### src/rtl/bus_in_buffer_pkg.sv
// Shared bus defines plus types and defaults for the bus receive buffer.
// Optional feature macro: BUS_IN_BYPASS_EN (zero-latency bypass into an empty buffer).
`ifndef BUS_DEFINES_SVH
`define BUS_DEFINES_SVH
`define DATA_SIZE 8
`define LG_DATA_SIZE 3
`define VALID_PART_NONE 2'b00
`define VALID_PART_LO 2'b01
`define VALID_PART_HI 2'b10
`define VALID_PART_ALL 2'b11
`endif

package bus_in_buffer_pkg;

  localparam int DEF_DEPTH = 4;
  localparam int DEF_CNT_W = 3;
  localparam int HALF_W    = `DATA_SIZE;
  localparam int WORD_W    = 2 * `DATA_SIZE;

  typedef enum logic [1:0] {
    VP_NONE = `VALID_PART_NONE,
    VP_LO   = `VALID_PART_LO,
    VP_HI   = `VALID_PART_HI,
    VP_ALL  = `VALID_PART_ALL
  } valid_part_e;

  typedef struct packed {
    logic [HALF_W-1:0] hi;
    logic [HALF_W-1:0] lo;
    logic              hi_have;
    logic              lo_have;
  } asm_t;

endpackage

### src/rtl/bus_in_buffer_fifo.sv
// bus_word_fifo: small word FIFO with a registered head word that holds its value when empty.
module bus_word_fifo #(
  parameter int DEPTH = 4,
  parameter int CNT_W = 3,
  parameter int W     = 16
) (
  input  logic             clk,
  input  logic             reset,
  input  logic             push,
  input  logic             pop,
  input  logic [W-1:0]     wdata,
  output logic [W-1:0]     rdata,
  output logic [CNT_W-1:0] count,
  output logic             nonempty
);

  localparam int PTR_W = CNT_W - 1;

  logic [W-1:0]     mem_q [DEPTH];
  logic [W-1:0]     mem_d [DEPTH];
  logic [PTR_W-1:0] rd_ptr_q, rd_ptr_d, wr_ptr_q, wr_ptr_d, rd_next_s;
  logic [CNT_W-1:0] count_q, count_d;
  logic [W-1:0]     head_q, head_d;
  logic             nonempty_q, nonempty_d;
  logic             push_en_s, pop_en_s;

  // Next-state for storage, pointers, occupancy and the registered head word.
  always_comb begin
    push_en_s = push && (count_q < CNT_W'(DEPTH));
    pop_en_s  = pop && (count_q != '0);
    rd_next_s = rd_ptr_q + PTR_W'(1);
    mem_d     = mem_q;
    wr_ptr_d  = wr_ptr_q;
    rd_ptr_d  = rd_ptr_q;
    count_d   = count_q;
    head_d    = head_q;

    if (push_en_s) begin
      mem_d[wr_ptr_q] = wdata;
      wr_ptr_d        = wr_ptr_q + PTR_W'(1);
    end else begin
      wr_ptr_d = wr_ptr_q;
    end

    if (pop_en_s) begin
      rd_ptr_d = rd_next_s;
    end else begin
      rd_ptr_d = rd_ptr_q;
    end

    case ({push_en_s, pop_en_s})
      2'b10:   count_d = count_q + CNT_W'(1);
      2'b01:   count_d = count_q - CNT_W'(1);
      default: count_d = count_q;
    endcase

    // Head only moves when it is replaced; an emptied FIFO keeps showing the last word.
    if (pop_en_s) begin
      if (count_q > CNT_W'(1)) begin
        head_d = mem_q[rd_next_s];
      end else if (push_en_s) begin
        head_d = wdata;
      end else begin
        head_d = head_q;
      end
    end else if (push_en_s && (count_q == '0)) begin
      head_d = wdata;
    end else begin
      head_d = head_q;
    end

    nonempty_d = (count_d != '0);
  end

  // State registers.
  always_ff @(posedge clk or posedge reset) begin
    if (reset) begin
      for (int i = 0; i < DEPTH; i++) mem_q[i] <= '0;
      rd_ptr_q   <= '0;
      wr_ptr_q   <= '0;
      count_q    <= '0;
      head_q     <= '0;
      nonempty_q <= 1'b0;
    end else begin
      mem_q      <= mem_d;
      rd_ptr_q   <= rd_ptr_d;
      wr_ptr_q   <= wr_ptr_d;
      count_q    <= count_d;
      head_q     <= head_d;
      nonempty_q <= nonempty_d;
    end
  end

  assign rdata    = head_q;
  assign count    = count_q;
  assign nonempty = nonempty_q;

endmodule

### src/rtl/bus_in_buffer.sv
// Receive side of a PE bus link: merges HI/LO half writes into words and queues them.
// Optional feature macro: BUS_IN_BYPASS_EN (empty buffer + ready consumer sees the word same cycle).
module bus_in_buffer
  import bus_in_buffer_pkg::*;
#(
  parameter int DEPTH = DEF_DEPTH,
  parameter int CNT_W = DEF_CNT_W
) (
  input  logic                    clk,
  input  logic                    reset,
  input  logic [2*`DATA_SIZE-1:0] busIn,
  input  logic [1:0]              busValidPart,
  output logic                    busReady,
  output logic [2*`DATA_SIZE-1:0] dataOut,
  output logic                    dataValid,
  input  logic                    dataReady,
  output logic [CNT_W-1:0]        count,
  output logic                    partialPending,
  output logic                    protoErr,
  input  logic                    errClear
);

  asm_t              asm_q, asm_d;
  logic              err_q, err_d;
  valid_part_e       vp_s;
  logic              complete_s, err_set_s, bypass_s, push_s, pop_s;
  logic [WORD_W-1:0] word_s, fifo_dout_s;
  logic [CNT_W-1:0]  fifo_count_s;
  logic              fifo_nonempty_s;

  // Half-word assembly, word completion and protocol-error detection.
  always_comb begin
    vp_s       = valid_part_e'(busValidPart);
    asm_d      = asm_q;
    complete_s = 1'b0;
    word_s     = busIn;
    err_set_s  = 1'b0;
    if ((vp_s != VP_NONE) && !busReady) begin
      err_set_s = 1'b1;
    end else begin
      case (vp_s)
        VP_ALL: begin
          complete_s    = 1'b1;
          word_s        = busIn;
          err_set_s     = asm_q.hi_have | asm_q.lo_have;
          asm_d.hi_have = 1'b0;
          asm_d.lo_have = 1'b0;
        end
        VP_LO: begin
          asm_d.lo = busIn[HALF_W-1:0];
          if (asm_q.lo_have) begin
            err_set_s = 1'b1;
          end else if (asm_q.hi_have) begin
            complete_s    = 1'b1;
            word_s        = {asm_q.hi, busIn[HALF_W-1:0]};
            asm_d.hi_have = 1'b0;
          end else begin
            asm_d.lo_have = 1'b1;
          end
        end
        VP_HI: begin
          asm_d.hi = busIn[WORD_W-1:HALF_W];
          if (asm_q.hi_have) begin
            err_set_s = 1'b1;
          end else if (asm_q.lo_have) begin
            complete_s    = 1'b1;
            word_s        = {busIn[WORD_W-1:HALF_W], asm_q.lo};
            asm_d.lo_have = 1'b0;
          end else begin
            asm_d.hi_have = 1'b1;
          end
        end
        default: asm_d = asm_q;
      endcase
    end
    // A new error wins over a same-cycle clear.
    if (err_set_s) begin
      err_d = 1'b1;
    end else if (errClear) begin
      err_d = 1'b0;
    end else begin
      err_d = err_q;
    end
  end

  // Assembly and error registers.
  always_ff @(posedge clk or posedge reset) begin
    if (reset) begin
      asm_q <= '0;
      err_q <= 1'b0;
    end else begin
      asm_q <= asm_d;
      err_q <= err_d;
    end
  end

`ifdef BUS_IN_BYPASS_EN
  assign bypass_s  = complete_s && (fifo_count_s == '0) && dataReady;
  assign dataOut   = bypass_s ? word_s : fifo_dout_s;
  assign dataValid = bypass_s | fifo_nonempty_s;
`else
  assign bypass_s  = 1'b0;
  assign dataOut   = fifo_dout_s;
  assign dataValid = fifo_nonempty_s;
`endif

  assign push_s         = complete_s && !bypass_s;
  assign pop_s          = fifo_nonempty_s && dataReady;
  assign busReady       = (fifo_count_s < CNT_W'(DEPTH));
  assign count          = fifo_count_s;
  assign partialPending = asm_q.hi_have ^ asm_q.lo_have;
  assign protoErr       = err_q;

  bus_word_fifo #(
    .DEPTH(DEPTH),
    .CNT_W(CNT_W),
    .W    (WORD_W)
  ) u_fifo (
    .clk     (clk),
    .reset   (reset),
    .push    (push_s),
    .pop     (pop_s),
    .wdata   (word_s),
    .rdata   (fifo_dout_s),
    .count   (fifo_count_s),
    .nonempty(fifo_nonempty_s)
  );

endmodule

### config.mk
export PLATFORM = sky130hd
export DESIGN_NAME = bus_in_buffer
export DESIGN_NICKNAME = d
export VERILOG_FILES = /design/src/rtl/bus_in_buffer_pkg.sv /design/src/rtl/bus_in_buffer_fifo.sv /design/src/rtl/bus_in_buffer.sv
export SDC_FILE = /design/constraint.sdc
export NUM_CORES = 1
export LEC_CHECK = 0
export CAP_MARGIN = 20
export CORE_MARGIN = 2
export CORE_UTILIZATION = 35
export CTS_CLUSTER_DIAMETER = 30
export DETAILED_ROUTE_END_ITERATION = 7
export PLACE_DENSITY_LB_ADDON = 0.05
export SLEW_MARGIN = 10
export SYNTH_ARGS = -nofsm -noshare
export SYNTH_HDL_FRONTEND = slang
export SYNTH_SLANG_ARGS = --single-unit
### constraint.sdc
create_clock -name clk -period 4.6 [get_ports clk]
set_input_delay 0.69 -clock clk [delete_from_list [all_inputs] [get_ports clk]]
set_output_delay 0.69 -clock clk [all_outputs]
set_load 0.01 [all_outputs]
==> results of run 1 <==
metrics by stage:
stage,worst slack (ns),hold WS [ns]
2_1_floorplan,1.09,0.445
3_3_place_gp,1.28,0.457
3_5_place_dp,1.21,0.467
4_1_cts,1.59,0.484
5_1_grt,1.37,0.505
6_report,1.59,0.477
power breakdown:
| part | total [mW] | switching (mW) | leakage, nW | internal [mW] |
|---|---|---|---|---|
| logic | 1.04 | 0.489 | 1.01 | 0.553 |
| registers | 1.55 | 0.247 | 1.36 | 1.30 |
| clock network | 0.852 | 0.356 | 0.161 | 0.496 |
| total | 3.44 | 1.09 | 2.53 | 2.35 |
per-layer routing:
layer / track usage, % / share of wire, % / wire length, µm / up-vias
li1: - / - / - / 1661
met1: 22.8 / 47 / 5460 / 1663
met2: 28.2 / 49 / 5640 / 40
met3: 4.43 / 3.1 / 355 / 12
met4: 4.38 / 1.2 / 145 / 0
met5: 0 / 0 / 0 / -
flip-flops by register name, summed over array words and instances, names as in the netlist:
register	flops
u_fifo.count	3
u_fifo.nonempty	1
u_fifo.wr_ptr_q	2
asm_q	18
u_fifo.rdata	16
u_fifo.rd_ptr_q	2
u_fifo.mem_q	64
protoErr	1
area by class of cell:
type	instances	area [µm²]
Fill cell	1308	7910
Sequential cell	107	2680
Multi-Input combinational cell	295	2120
Timing Repair Buffer	53	508
Clock buffer	11	243
Tap cell	180	225
Clock inverter	5	82.6
Inverter	18	70.1
kinds of logic after synthesis:
family	synth area share (%)
fa+ha+maj	4.30
simple gates	11.3
buf+inv	3.21
xor+xnor	0.531
mux	11.1
compound gates	15.4
flops	54.1
worst max-delay path, cell delays in order:
cell	delay (ns)
clkdlybuf4s50_1	0.50
inv_1	0.07
ha_1	0.26
a221o_1	0.46
nand2_1	0.12
inv_1	0.11
ha_1	0.25
nor2b_1	0.14
o31ai_1	0.21
o31ai_1	0.12
or3_1	0.31
placed cells by master, fill, tap and decap left out, types with 2 or more instances in the layout:
master | netlist | layout
o21ai_0 | 61 | 61
nor2_1 | 3 | 3
nand2b_1 | 2 | 2
buf_4 | 0 | 9
nor2b_1 | 4 | 4
inv_6 | 0 | 2
clkbuf_16 | 0 | 9
mux2_2 | 16 | 16
xnor2_1 | 2 | 2
o41ai_1 | 2 | 2
inv_1 | 17 | 16
a2111o_1 | 2 | 2
nand3_1 | 20 | 20
clkdlybuf4s50_1 | 0 | 44
dfrtp_1 | 107 | 107
a22oi_1 | 9 | 9
bufinv_16 | 0 | 2
o21ai_1 | 10 | 9
o31ai_1 | 2 | 2
mux4_2 | 16 | 16
ha_1 | 17 | 17
o21ai_2 | 1 | 2
nand2_1 | 91 | 91
o211ai_1 | 17 | 17
a22oi_2 | 7 | 7
nor4_4 | 2 | 2
worst min-delay path by stage:
stage                                 startpoint                           end  slack, ns
global placement    u_fifo.mem_q[52]$_DFFE_PP0P_  u_fifo.mem_q[52]$_DFFE_PP0P_       0.46
floorplan           u_fifo.mem_q[16]$_DFFE_PP0P_  u_fifo.mem_q[16]$_DFFE_PP0P_       0.44
global route        u_fifo.mem_q[58]$_DFFE_PP0P_  u_fifo.mem_q[58]$_DFFE_PP0P_       0.50
detailed placement  u_fifo.mem_q[19]$_DFFE_PP0P_  u_fifo.mem_q[19]$_DFFE_PP0P_       0.47
CTS                 u_fifo.mem_q[60]$_DFFE_PP0P_  u_fifo.mem_q[60]$_DFFE_PP0P_       0.48
finish               u_fifo.mem_q[8]$_DFFE_PP0P_   u_fifo.mem_q[8]$_DFFE_PP0P_       0.48
==> run summary, run 1 <==
Initial Util: 35.8%
DRC Markers: 0
worst reg2reg setup slack: 2.04 ns
Max FO, Critical Path: 6
Peak VDD IR: 212 µV
placed cells: 653
Pins Over Slew Limit: 0
Worst-Margin Slew: 1.03 ns
Max Fclk: 332 MHz
number of global-route vias before repair: 3441
crit path to: u_fifo.nonempty$_DFF_PP0_
hold buffer count at CTS: 0
average cell area after synthesis: 11.2 µm²
R2R Path End: u_fifo.nonempty$_DFF_PP0_
Top-Level Pins: 45
final hold violation count: 0
CTS resizes: 0
Die W: 123 µm
Top FF cell, synth: dfrtp_1
Area Growth Syn to Fin: 19.7%
Post-CTS Setup Inserts: 0
most frequent cell after synthesis: dfrtp_1
mapped cell area: 0.00495 mm²
DRT iter0 DRCs: 153
Crit Path Class: input pin to register
WP data required: 4.83 ns
length of the first detailed-routing pass in iterations: 4
Std-Cell Rows: 43
Final Setup Violations: 0
Clock Latency Late Sink: 0.35 ns
Worst Setup Start Kind: input pin
PwrDens: 582 mW/mm²
Power Total: 3.44 mW
# nets final: 523
post-route design area: 0.00592 mm²
RSZ-0062 raised after global routing: no
Final min period: 3.01 ns
share of layout cells above drive strength 1: 14.5%
Post-synth top cells: dfrtp_1 (107), nand2_1 (91), o21ai_0 (61)
sequential share of the synthesized area: 54.1%
CTS tree: done
Via Count: 3376
reg2reg start: asm_q[0]$_DFFE_PP0P_
Setup TNS: 0 ns
HPWL Detailed: 7460 µm
top cells by area, synth: dfrtp_1 (54%), mux4_2 (7.3%), nand2_1 (6.9%)
top-area cell type share of the netlist area: 54.1%
Post-Syn Instances: 441
Hold Path Depth: 2
initial antenna violation count: 0
ys async rst share: 100%
first-pass GRT wire length: 19100 µm
gr usage total: 17.2%
Ant. Diodes: 0
skew final: 0.00827 ns
max cap viols: 0
DRT antenna net count: 0
CTS Sinks: 107
post-synthesis cell type count: 37
WL final: 11600 µm
die area: 0.0151 mm²
Non-Filler Instances: 669
Critical path origin: busValidPart[0]
total CTS buffers: 9
CP endpoint kind: register
port bufs: 44
Placer Congestion: 0.797
Placed Instance Area: 0.00560 mm²
Final Cycle Share: 65.5%
reg2reg path depth: 10
EDFF count, synth: 0
Finished Core Util: 42.8%
Yosys top cell by area: dfrtp_1
Leakage: 2.53 nW
Synth Register Bits: 107
Hold Path Class: register to register
WL per Instance: 17.3 µm
CP Data Arrival Time: 3.25 ns
Die H: 123 µm
post-synth net total: 480
YS warnings: 0
status: complete, no violations
relative max-transition margin: 31.4%
drt via density: 5.05
global route overflow: 0
CTS max path bufs: 2
largest net degree at the start of global routing: 55
H-tree depth: 3
root buf cell: clkbuf_16
CORE AREA: 0.0138 mm²
Clock transition at path regs: 0.07 ns
Note: power is estimated with default switching activity, not from simulation.
==> inputs of run 2 (changes only) <==
==> constraint.sdc (replaced) <==
create_clock -name clk -period 2.8 [get_ports clk]
set_input_delay 0.42 -clock clk [delete_from_list [all_inputs] [get_ports clk]]
set_output_delay 0.42 -clock clk [all_outputs]
set_load 0.01 [all_outputs]
==> run 2 against run 1 <==
  * Wire length grew 3.0%
  * Sequential share of layout area shrank 1.3 points
  * Final cell count grew 3.0%
  * Setup slack lost 1.3 ns
  * Utilization grew 1.3 points
  * Critical endpoint unchanged
==> run summary, run 2 (synthesis results as in run 1) <==
Filler cells: 1310
dpl ws: -0.0760 ns
CP peak stage delay: 0.51 ns
Die H: 123 µm
Power Total: 5.51 mW
number of global-route vias before repair: 3591
Clock Latency Late Sink: 0.34 ns
initial antenna violation count: 0
max cap viols: 0
Hold Path Class: register to register
Worst Setup Slack, final: 0.291 ns
Crit Path Class: input pin to register
H-tree depth: 3
DRT antenna net count: 0
Peak VDD IR: 302 µV
hold buffer count at CTS: 0
Std-Cell Rows: 43
largest net degree at the start of global routing: 38
Die W: 123 µm
port bufs: 44
reg2reg path depth: 10
Max FO, Critical Path: 3
HPWL Detailed: 8060 µm
Slowest-stage cell, CP: clkdlybuf4s50_1
Worst-Margin Slew: 0.784 ns
status: complete, no violations
sw power: 1.77 mW
Ant. Diodes: 0
global route overflow: 0
final hold violation count: 0
commonest non-fill, non-tap cell in the layout: dfrtp_1
CP Data Arrival Time: 2.74 ns
first-pass GRT wire length: 19700 µm
Placer Congestion: 0.789
Leakage: 2.63 nW
skew final: 0.00627 ns
Initial Util: 35.8%
relative max-transition margin: 47.6%
placed cells: 678
Hold Path End: u_fifo.mem_q[24]$_DFFE_PP0P_
total CTS buffers: 9
CTS resizes: 0
CTS Sinks: 107
switch share: 32.2%
Placed Instance Area: 0.00586 mm²
die area: 0.0151 mm²
RSZ-0062 raised after global routing: no
WL per Instance: 17.3 µm
share of layout cells above drive strength 1: 17.9%
Worst Setup Start Kind: input pin
Via Count: 3452
DRT iter0 DRCs: 105
WL final: 11900 µm
reg2reg start: u_fifo.count[1]$_DFF_PP0_
root buf cell: clkbuf_16
Finished Core Util: 44.1%
Pins Over Slew Limit: 0
CTS max path bufs: 2
Final Setup Violations: 0
R2R Path End: u_fifo.nonempty$_DFF_PP0_
CP endpoint kind: register
Top-Level Pins: 45
Largest Register: u_fifo.mem_q
CP top delay family: compound AO/OA/AOI/OAI gates
length of the first detailed-routing pass in iterations: 4
CORE AREA: 0.0138 mm²
Final min period: 2.51 ns
hold path start: u_fifo.mem_q[24]$_DFFE_PP0P_
sequential share of power: 45.9%
gr usage total: 17.4%
Crit path buffers/inverters: 3
Cell Int Power: 3.74 mW
WP data required: 3.03 ns
Hold Path Depth: 2
commonest cells after routing, fill and taps aside: dfrtp_1 (107), nand2_1 (91), o21ai_0 (61), clkdlybuf4s50_1 (44), buf_4 (28)
Clock transition at path regs: 0.07 ns
DRC Markers: 0
post-route design area: 0.00610 mm²
clock share of power: 20.5%
# nets final: 548
max FFs per register: 64
Logic pwr share: 33.6%
Non-Filler Instances: 689
drt via density: 5.01
Max Fclk: 399 MHz
worst reg2reg setup slack: 0.38 ns
Final Cycle Share: 89.6%
Post-CTS Setup Inserts: 0
CP Cell Sequence: clkdlybuf4s50_1 > inv_1 > ha_1 > a221o_1 > nand2_1 > inv_1 > ha_1 > nor2b_1 > o31ai_1 > o31ai_1 > or3_1
CTS tree: done
PwrDens: 904 mW/mm²
Area Growth Syn to Fin: 23.3%
## run 2: changes by cell type in the layout (fill, tap and decap cells not counted), sizes merged
cell | previous run | this run
buf | 9 | 34
bufinv | 2 | 0
clkbuf | 11 | 10
clkinvlp | 0 | 1
inv | 20 | 17
## run 2: metrics by stage
stage | TNS, ns | hold slack, ns
finish | 0 | 0.476
global route | 0 | 0.505
CTS | 0 | 0.482
detailed placement | -0.169 | 0.467
global placement | 0 | 0.457
floorplan | 0 | 0.445
## run 2: worst min-delay path, cell delays in order, from the launching register on
cell	delay [ns]
dfrtp_1	0.34
nand2_1	0.04
o21ai_0	0.06
## run 2: power by group through the flow
stage | logic [mW] | clock network, mW | registers, mW
floorplan | 1.20 | 0 | 2.47
global placement | 1.85 | 0 | 2.54
detailed placement | 1.89 | 0 | 2.56
CTS | 1.89 | 1.17 | 2.54
global route | 2.09 | 1.23 | 2.62
finish | 1.85 | 1.13 | 2.53
## run 2: worst max-delay path by stage
stage                     cells after the start            start                           to  slack (ns)
after floorplan                              10  busValidPart[0]    u_fifo.nonempty$_DFF_PP0_        0.41
after global placement                       11  busValidPart[0]    u_fifo.nonempty$_DFF_PP0_       0.001
after detailed placement                     11  busValidPart[0]    u_fifo.nonempty$_DFF_PP0_       -0.08
after CTS                                    11  busValidPart[0]    u_fifo.nonempty$_DFF_PP0_        0.30
after global routing                          8  busValidPart[0]  u_fifo.mem_q[6]$_DFFE_PP0P_        0.18
final                                        11  busValidPart[0]    u_fifo.nonempty$_DFF_PP0_        0.29
## run 2: final cells by class
cell class	instances	area, µm²	area share [%]
Sequential cell	107	2680	43.9
Clock buffer	10	239	3.92
Tap cell	180	225	3.69
Multi-Input combinational cell	295	2110	34.6
Timing Repair Buffer	78	771	12.6
Clock inverter	1	5.00	0.0820
Inverter	18	71.3	1.17
## run 2: per-layer routing
layer	up-vias	global-route usage, %	wire length (µm)
li1	1700	-	-
met1	1698	24.7	5980
met3	15	2.91	310
met5	-	0	0
met4	0	6.03	184
met2	39	26.9	5470
